`config.mk`:
```
export PLATFORM = sky130hd
export DESIGN_NAME = status_reg_unit
export DESIGN_NICKNAME = d
export VERILOG_FILES = /design/src/rtl/status_reg_unit.sv
export SDC_FILE = /design/constraint.sdc
export NUM_CORES = 1
export LEC_CHECK = 0
export CELL_PAD_IN_SITES_DETAIL_PLACEMENT = 0
export CELL_PAD_IN_SITES_GLOBAL_PLACEMENT = 1
export CORE_MARGIN = 1
export CORE_UTILIZATION = 23
export DETAILED_ROUTE_END_ITERATION = 10
export PLACE_DENSITY = 0.83
export SLEW_MARGIN = 10
export SYNTH_ARGS = -nofsm -noshare
export SYNTH_HDL_FRONTEND = slang
export SYNTH_SLANG_ARGS = --single-unit
```
`constraint.sdc`:
```
create_clock -name clk -period 1.4 [get_ports clk]
set_input_delay 0.28 -clock clk [delete_from_list [all_inputs] [get_ports clk]]
set_output_delay 0.28 -clock clk [all_outputs]
set_load 0.01 [all_outputs]
```
`src/rtl/status_reg_unit.sv`:
```
// status_reg_unit
//   Producer side of the NZCV flag interface. It holds the architectural
//   status register {N,Z,C,V}, which three sources can update: flag-setting
//   ALU results from EXE, a masked direct write (MSR-style), and a one-deep
//   shadow save/restore. It also detects flag read-after-write hazards for a
//   conditional instruction sitting in ID.
//
//   Optional build macro: FLAG_FORWARD_EN
//     Defined   : status_fwd bypasses the next flag value, and flag_hazard is 0.
//     Undefined : status_fwd = status_reg, and flag_hazard requests an ID stall.
//
// Ports
//   clk, rst        : clock; synchronous active-high reset
//   freeze          : pipeline stall; holds all state
//   exe_valid/exe_s : live EXE instruction and its S bit
//   alu_status      : ALU flags {N,Z,C,V}
//   msr_we/mask/data: masked direct flag write
//   save_req        : copy status_reg into the shadow
//   restore_req     : copy the shadow into status_reg
//   id_valid/id_cond: ID instruction and its condition field
//   status_reg      : registered architectural flags
//   status_fwd      : flags that ID uses this cycle
//   flag_hazard     : ID must stall
//   spsr_valid      : the shadow holds a saved value
//   restore_err     : one-cycle pulse; restore requested with an empty shadow
module status_reg_unit #(
  parameter logic [3:0] RESET_FLAGS = 4'b0000,
  parameter logic [3:0] AL_COND     = 4'b1110
) (
  input  logic       clk,
  input  logic       rst,
  input  logic       freeze,
  input  logic       exe_valid,
  input  logic       exe_s,
  input  logic [3:0] alu_status,
  input  logic       msr_we,
  input  logic [3:0] msr_mask,
  input  logic [3:0] msr_data,
  input  logic       save_req,
  input  logic       restore_req,
  input  logic       id_valid,
  input  logic [3:0] id_cond,
  output logic [3:0] status_reg,
  output logic [3:0] status_fwd,
  output logic       flag_hazard,
  output logic       spsr_valid,
  output logic       restore_err
);

  logic [3:0] flags_q, flags_d;
  logic [3:0] shadow_q, shadow_d;
  logic       spsr_valid_q, spsr_valid_d;
  logic       restore_err_q, restore_err_d;
  logic       do_restore, do_alu, pending;

  always_comb begin
    do_restore    = restore_req & spsr_valid_q;
    do_alu        = exe_valid & exe_s;
    pending       = ~freeze & (do_alu | msr_we | do_restore);

    // Only the highest-priority source wins; the others are dropped silently.
    flags_d       = flags_q;
    if (do_restore)
      flags_d = shadow_q;
    else if (do_alu)
      flags_d = alu_status;
    else if (msr_we)
      flags_d = (msr_mask & msr_data) | (~msr_mask & flags_q);

    // A save in the same cycle as a restore: the restore has already taken the
    // old shadow, so the shadow is refilled from the current flags and stays valid.
    shadow_d      = shadow_q;
    spsr_valid_d  = spsr_valid_q;
    if (do_restore)
      spsr_valid_d = 1'b0;
    if (save_req) begin
      shadow_d     = flags_q;
      spsr_valid_d = 1'b1;
    end

    restore_err_d = restore_req & ~spsr_valid_q;
  end

  // Register stage: the architectural state
  always_ff @(posedge clk) begin
    if (rst) begin
      flags_q       <= RESET_FLAGS;
      shadow_q      <= RESET_FLAGS;
      spsr_valid_q  <= 1'b0;
      restore_err_q <= 1'b0;
    end else if (freeze) begin
      restore_err_q <= 1'b0;
    end else begin
      flags_q       <= flags_d;
      shadow_q      <= shadow_d;
      spsr_valid_q  <= spsr_valid_d;
      restore_err_q <= restore_err_d;
    end
  end

  assign status_reg  = flags_q;
  assign spsr_valid  = spsr_valid_q;
  assign restore_err = restore_err_q;

`ifdef FLAG_FORWARD_EN
  // Bypass: ID sees the value status_reg will take at the next edge.
  assign status_fwd  = pending ? flags_d : flags_q;
  assign flag_hazard = 1'b0;
`else
  logic id_uses_flags;
  // Conditions AL and 1111 never read the flags, so they never stall.
  assign id_uses_flags = id_valid & (id_cond != AL_COND) & (id_cond != 4'b1111);
  assign status_fwd    = flags_q;
  assign flag_hazard   = id_uses_flags & pending;
`endif

endmodule

```
==> Yosys cells after proc, flatten, opt, wreduce, memory -nomap -nowiden <==
Cells that the tools add are included.
{ "word_totals": {"rom_bits": 0, "input_bits": 25, "reg_bits": 10, "latch_bits": 0, "n_memories": 0, "out_inout_bits": 11, "ramBits": 0, "word_cells": 32} }
{ "op_classes": {"addsub": 0, "order_cmp": 0, "shifts": 0, "div": 0, "multipliers": 0, "reduce_logical": 6, "mux": 5, "n_bitwise": 15, "eq_ne": 2} }
{ "op_table": {"columns": ["cell", "n"], "rows": [
  ["4-bit two-way mux", 3],
  ["4-bit AND", 2],
  ["4-bit != test, second input constant", 2],
  ["1-bit AND", 7],
  ["2-bit AND reduction", 3],
  ["4-bit inverter", 1],
  ["4-bit bitwise OR", 1],
  ["3-bit nonzero test", 1],
  ["1-bit two-way mux", 2],
  ["1-bit inverter", 2],
  ["1-bit bitwise OR", 2],
  ["2-bit nonzero test", 1],
  ["2-bit OR reduction", 1]
]} }

==> Longest topological paths before layout <==
{ "depth": {"depth_word": 6, "depth_mapped": 4, "mapped_depth_nobuf": 3} }

==> Worst setup path before layout <==
Ideal clock, no wire load.
{ "synth_path": {"path_kind": "register to output", "start": "register spsr_valid_q (netlist: spsr_valid)", "end": "output port flag_hazard", "setup_slack_ps": 201, "stages_incl_launch_ff": 4, "required_ps": 1120, "n_path_buf": 1, "arrival_time_ps": 919, "path_cell_list": "dfxtp_1 -> buf_2 -> a22oi_2 -> a21oi_1"} }
{ "synth_between": {"elab_chain_cells": 4} }
{ "synth_rtl": {"columns": ["element", "line_no", "source"], "rows": [
  ["from (decl)", "52", "logic spsr_valid_q, spsr_valid_d;"],
  ["from (signal assigned)", "96", "spsr_valid_q <= spsr_valid_d;"],
  ["1-bit AND", "57", "do_restore = restore_req & spsr_valid_q;"],
  ["1-bit bitwise OR", "59", "pending = ~freeze & (do_alu | msr_we | do_restore);"],
  ["1-bit AND", "59", null],
  ["1-bit AND", "114", "assign flag_hazard = id_uses_flags & pending;"],
  ["to (decl)", "45", "output logic flag_hazard,"]
]} }
Every way passes these cells.

==> Worst setup path after layout <==
{ "layout_path": {"start": "register restore_err_q (netlist: restore_err)", "end": "output port restore_err"} }
{ "layout_lines": {"columns": ["element", "line_no", "source"], "rows": [
  ["from (decl)", "53", "logic restore_err_q, restore_err_d;"],
  ["from (signal assigned)", "97", "restore_err_q <= restore_err_d;"],
  ["to (decl)", "47", "output logic restore_err"]
]} }
No word-level cell between the ends.

==> run_results.csv <==
group,metric,value,unit
run_status,status,"complete, no violations",
route,detail-route-antenna-nets,0,
clock_tree,clk_pin_slew,0.06,ns
critical_path,cp_data_required_time,1.12,ns
die,ios,36,
grt,grt_max_degree,11,
grt,grt_usage,0.138,
critical_path,criticalPathCategory,"reg2out",
power_and_ir_drop,power_leakage,0.440,nW
critical_path,critPathCaptureType,"output pin",
sta,skew,0.00307,ns
critical_path,ff2ff_setup_slack,0.28,ns
clock_tree,htree_levels,1,
logic_synthesis,synthFlopType,"dfxtp_1",
critical_path,crit_arrival,1.09,ns
sta,hold_violations,0,
clock_tree,cts_setup_buffers,0,
place,dp_hpwl,1320,µm
final_layout,syn2layout_area_growth,70.7,%
clock_tree,postCtsHoldBufs,0,
clock_tree,cts_buffers,3,
final_layout,final_area,955,µm²
sta,fin_crit_sh,0.976,
logic_synthesis,synth_top_area_share,0.358,
logic_synthesis,async_flop_share,0,
logic_synthesis,synth-edff-count,0,
critical_path,timing.critical_path.cells,"clkdlybuf4s50_1",
power_and_ir_drop,pwr-share-comb,0.286,
critical_path,critPathMaxFanout,1,
logic_synthesis,yosys_warnings,0,
grt,grt_pass1_wl,2680,µm
logic_synthesis,syn-num-nets,95,
route,drtIter0Drc,7,
sta,relSlewSlack,0.771,
place,gp_congestion,0.826,
logic_synthesis,avgSynthCellArea,7.99,µm²
critical_path,worst_path_largest_cell_delay,0.52,ns
final_layout,drive_gt1_frac,0.131,
worst_hold_path,hold_path.class,"reg2reg",
power_and_ir_drop,power.density,746,mW/mm²
clock_tree,cts-root-buf,"clkbuf_4",
sta,layout_min_cycle_time,1.37,ns
grt,first_global_vias,602,
grt,grt_overflow,0,
grt,antenna_found_initial,0,
power_and_ir_drop,p_sw,0.196,mW
sta,clock.fmax,732,MHz
final_layout,instances_no_fill,135,
place,dp_cells,132,
route,routed_wl,1720,µm
critical_path,path_buf_inv,1,
sta,setup_viol,0,
die,start_util,0.248,
sta,tightestPinTransition,0.342,ns
power_and_ir_drop,swShare,0.276,
final_layout,antennaDiodeCount,0,
final_layout,final_nets,134,
clock_tree,numClockSinks,10,
route,firstDrtPassIters,4,
logic_synthesis,yosysTopAreaCell,"dfxtp_1",
power_and_ir_drop,power_frac_seq,0.437,
logic_synthesis,ys_seq_area_frac,0.358,
power_and_ir_drop,p_int,0.516,mW
place,placed_area,948,µm²
clock_tree,clock_latency,0.26,ns
sta,grt_setup_unrepaired,"no",
die,fp.dieW,51.3,µm
clock_tree,cts_tree,"yes",
critical_path,critPathTopFamily,"buffers and inverters",
route,drc_errors,0,
power_and_ir_drop,p_clk_frac,0.278,
logic_synthesis,synthTopCellsByArea,"dfxtp_1 (36%), a31oi_1 (8.9%), a221o_1 (7.2%), mux2i_1 (7.2%), a21oi_1 (5.4%)",
sta,slew_violations,0,
logic_synthesis,synth.most_common_cell,"dfxtp_1",
route,wire_per_inst,12.7,µm
logic_synthesis,ys_seq_elements,10,
job,cap_violations,0,
die,core_area,0.00225,mm²
logic_synthesis,synth_area,559,µm²
logic_synthesis,ys_types,20,
die,rows,17,
power_and_ir_drop,vdd_ir_drop_max,0.313,mV
route,viasPerCell,4.84,
die,die_y,51.3,µm
critical_path,setup.worst_path.start_class,"flop",
clock_tree,clockBufferDepth,2,
critical_path,cpMaxStageDelayCell,"clkdlybuf4s50_1",
route,dr_total_vias,653,
logic_synthesis,yosys-top-cells-count,"dfxtp_1 (10), a31oi_1 (8), a21oi_1 (6), nand2_1 (6), inv_1 (5)",
die,die_area,0.00263,mm²
logic_synthesis,netlist_instances,70,
place,io_buffer_count,34,
-- per-layer routing --
metal / part of all wire / vias up / global-route usage
met4: 0 / 0 / 0.0541
met5: 0 / - / 0
li1: - / 331 / -
met2: 0.50 / 17 / 0.232
met1: 0.44 / 305 / 0.169
met3: 0.060 / 0 / 0.0298
-- logic make-up (layout without fill, tap and decap cells) --
| family | Yosys count | count (layout) | share of synthesized area |
|---|---|---|---|
| DFF | 10 | 10 | 0.358 |
| muxes | 4 | 4 | 0.0716 |
| AOI/OAI and AO/OA | 23 | 23 | 0.273 |
| buffers and inverters | 14 | 51 | 0.130 |
| and+or+nand+nor | 19 | 19 | 0.168 |
-- final timing paths --
path	startpoint	to	depth (start not counted)
min reg2reg	shadow_q[2]	shadow_q[2]	2
max reg2reg	spsr_valid	flop	4
min	shadow_q[2]	shadow_q[2]	2
max	restore_err	restore_err	1
-- power groups by stage --
| stage | combinational, mW | clock, mW | sequential [mW] |
|---|---|---|---|
| 2_1_floorplan | 0.0850 | 0 | 0.321 |
| 3_3_place_gp | 0.220 | 0 | 0.318 |
| 3_5_place_dp | 0.222 | 0 | 0.318 |
| 4_1_cts | 0.206 | 0.204 | 0.311 |
| 5_1_grt | 0.220 | 0.215 | 0.313 |
| 6_report | 0.203 | 0.198 | 0.311 |
-- through the flow --
stage          hold slack, ns  worst slack [ns]  total power [mW]  TNS, ns   util
4_1_cts                 0.506            0.0222             0.720        0  0.421
2_1_floorplan           0.446             0.201             0.406        0      -
6_report                0.502            0.0338             0.713        0  0.423
3_5_place_dp            0.490            -0.477             0.541    -1.96  0.421
3_3_place_gp            0.477            -0.478             0.537    -1.88  0.421
5_1_grt                 0.547           0.00107             0.748        0  0.423
-- cell type report --
cell class,count,area (µm²)
clock buffer,3,22.5
fill,250,1300
inverter,5,18.8
multi-input combinational,46,287
sequential,10,200
tap,28,35.0
timing repair buffer,43,392
-- layout by cell type, fill, tap and decap left out --
| master | Yosys | final |
|---|---|---|
| buf_2 | 2 | 1 |
| a221o_1 | 4 | 4 |
| buf_4 | 4 | 9 |
| nand3_1 | 1 | 1 |
| dlygate4sd2_1 | 0 | 13 |
| o21ai_0 | 4 | 4 |
| dfxtp_1 | 10 | 10 |
| a21oi_1 | 6 | 6 |
| a31oi_1 | 8 | 8 |
| or2b_1 | 1 | 1 |
| nand2b_1 | 1 | 1 |
| nand2_1 | 6 | 6 |
| nand4_1 | 4 | 4 |
| dlymetal6s2s_1 | 0 | 2 |
| inv_1 | 5 | 5 |
| clkbuf_4 | 0 | 3 |
| nor3_1 | 1 | 1 |
| nand3b_1 | 1 | 1 |
| a22oi_2 | 1 | 1 |
| nor2_1 | 4 | 4 |
| clkdlybuf4s50_1 | 0 | 18 |
| mux2i_1 | 4 | 4 |
-- repair_timing --
action / CTS / global route
pin swaps: 1 / 2
hold endpoints to repair: 0 / 0
resized for setup: 17 / 2
endpoints found under the setup margin: 10 / 1
(Power assumes the default switching activity.)
==> variant: new RTL, config.mk and constraints unchanged <==
Add a define of `FLAG_FORWARD_EN`.
--- a/src/rtl/status_reg_unit.sv
+++ b/src/rtl/status_reg_unit.sv
@@ -24,4 +24,6 @@
 //   spsr_valid      : the shadow holds a saved value
 //   restore_err     : one-cycle pulse; restore requested with an empty shadow
+`define FLAG_FORWARD_EN
+
 module status_reg_unit #(
   parameter logic [3:0] RESET_FLAGS = 4'b0000,
Function: changed (a bounded check fails within 4 cycles, from zero or initial values and one cycle with rst high).
==> variant against the original RTL <==
  * The flow now finishes with violations (setup timing)
  * Fmax shrank 22%
  * Total power grew 6.3%
  * Setup slack lost 0.38 ns
  * Synthesized area grew 6.0%
  * Critical path depth grew 3
  * First-iteration DRC count grew to 3.9 times the old value
  * Sequential cell count is the same
  * Wire length grew 2.8%
  * Cell area grew 9.7%
  * Highest routed layer is now met4
==> variant: results <==
metrics = {
    "route": {
        "drt_iter0_markers": 27,
        "top_layer": "met4",
        "vias_per_cell": 4.89,
        "met1_length_um": 767,
        "drt-total-wl_mm": 1.77,
        "dr_wl_met2_um": 875,
        "wl_met3_um": 115,
    },
    "power_and_ir_drop": {
        "powerComb_uw": 255,
        "swShare_pct": 27.7,
        "ir_drop_uv": 623,
        "p_int_uw": 548,
        "p_leak_uw": 0.000473,
    },
    "global_route": {
        "grt_max_degree": 10,
        "grtUsageMet2_pct": 24.7,
        "grt_pass1_vias": 650,
        "grt_pass1_wl_mm": 2.91,
        "met3_usage_pct": 6.09,
        "grt_use_total_pct": 14.8,
        "grt_util_met1_pct": 17.8,
    },
    "setup_path": {
        "cp_max_fo": 2,
        "cpPeakStageDelay_ns": 0.35,
        "worstReg2RegStart": "status_reg[2]",
        "arrival_ns": 1.47,
        "crit_family": "compound AO/OA/AOI/OAI gates",
        "crit_start": "status_reg[2]",
        "slowest_stage": "a222oi_1",
    },
    "final_layout": {
        "drive_above_1_share_pct": 36.1,
        "fillers": 249,
        "nets": 135,
    },
    "yosys": {
        "synth-seq-area-share_pct": 33.8,
        "netlist-cell-type-count": 24,
        "synth_compound_area_share_pct": 33.3,
        "synthesis.nets": 87,
        "yosysWarnings": 0,
        "synth.area.mux_share_pct": 15.0,
        "synth_xor_area_share_pct": 0,
        "synth_area_leaders": "dfxtp_1 34%, a222oi_1 6.8%, mux2i_1 6.8%",
    },
    "hold_path": {
        "hold_path.startpoint": "shadow_q[0]",
        "hp-class": "flip-flop to flip-flop",
    },
    "placed_design": {
        "place_congestion": 0.743,
        "dp.final_hpwl_mm": 1.36,
    },
    "outcome": {
        "status": "finished with violations",
        "violations": "setup timing",
    },
    "sta": {
        "finalSetupTns_ns": -1.19,
        "setup_viol_count_final": 4,
        "final.setup_skew_ns": 0.000312,
        "setup_ws_ns": -0.350,
    },
    "clocking": {
        "numCtsBuffers": 3,
        "ctsHtreeMaxLevel": 1,
    },
}
-- variant: cell types whose count changed in the layout (fill, tap and decap cells not counted), moves of 5 or more --
cell             delta
inv_1               -5
a31oi_1             -8
clkdlybuf4s50_1    -11
nor2b_1             +5
nand2_1             -5
buf_4              +10
a21oi_1             -5
-- variant: what timing repair did --
action / in CTS / in global routing
gates resized for setup: 42 / 3
buffers inserted: 6 / 0
hold buffers: 0 / 0
setup endpoints to repair: 12 / 5
pin swaps: 10 / 2
-- variant: logic make-up (layout without fill, tap and decap cells) --
kind of cell / count (synthesis) / in the layout
flip-flops: 10 / 10
buffers and inverters: 5 / 51
other: 1 / 1
AND/OR/NAND/NOR: 15 / 15
multiplexers: 8 / 8
AO/OA/AOI/OAI: 23 / 23
-- variant: area by class of cell --
class | count | area share, %
multi-input combinational | 47 | 37.2
tap | 30 | 3.58
sequential | 10 | 19.6
clock buffer | 3 | 2.15
timing repair buffer | 48 | 37.5
-- variant: worst paths after layout --
check / cells past startpoint / to / slack (ns)
worst max-delay path: 4 / status_fwd[2] / -0.35
worst min-delay path: 2 / shadow_q[0] / 0.50
worst max register to register: 4 / status_reg[2] / 0.12
worst min register to register: 2 / shadow_q[0] / 0.50
-- variant: stage by stage --
step	cells	area [um^2]	worst slack [ns]	hold slack, ns
after floorplan	62	593	0.00623	0.436
after global placement	134	1030	-0.911	0.476
after detailed placement	134	1030	-0.934	0.489
after CTS	143	1080	-0.370	0.504
after global routing	138	1050	-0.463	0.539
final	138	1050	-0.350	0.500
-- variant: worst reg2reg max path: cells and delay by family (launching register included) --
kind / cells / cell delay (ns)
muxes: 1 / 0.25
AOI/OAI and AO/OA: 2 / 0.41
DFF: 1 / 0.32
buffers and inverters: 1 / 0.18
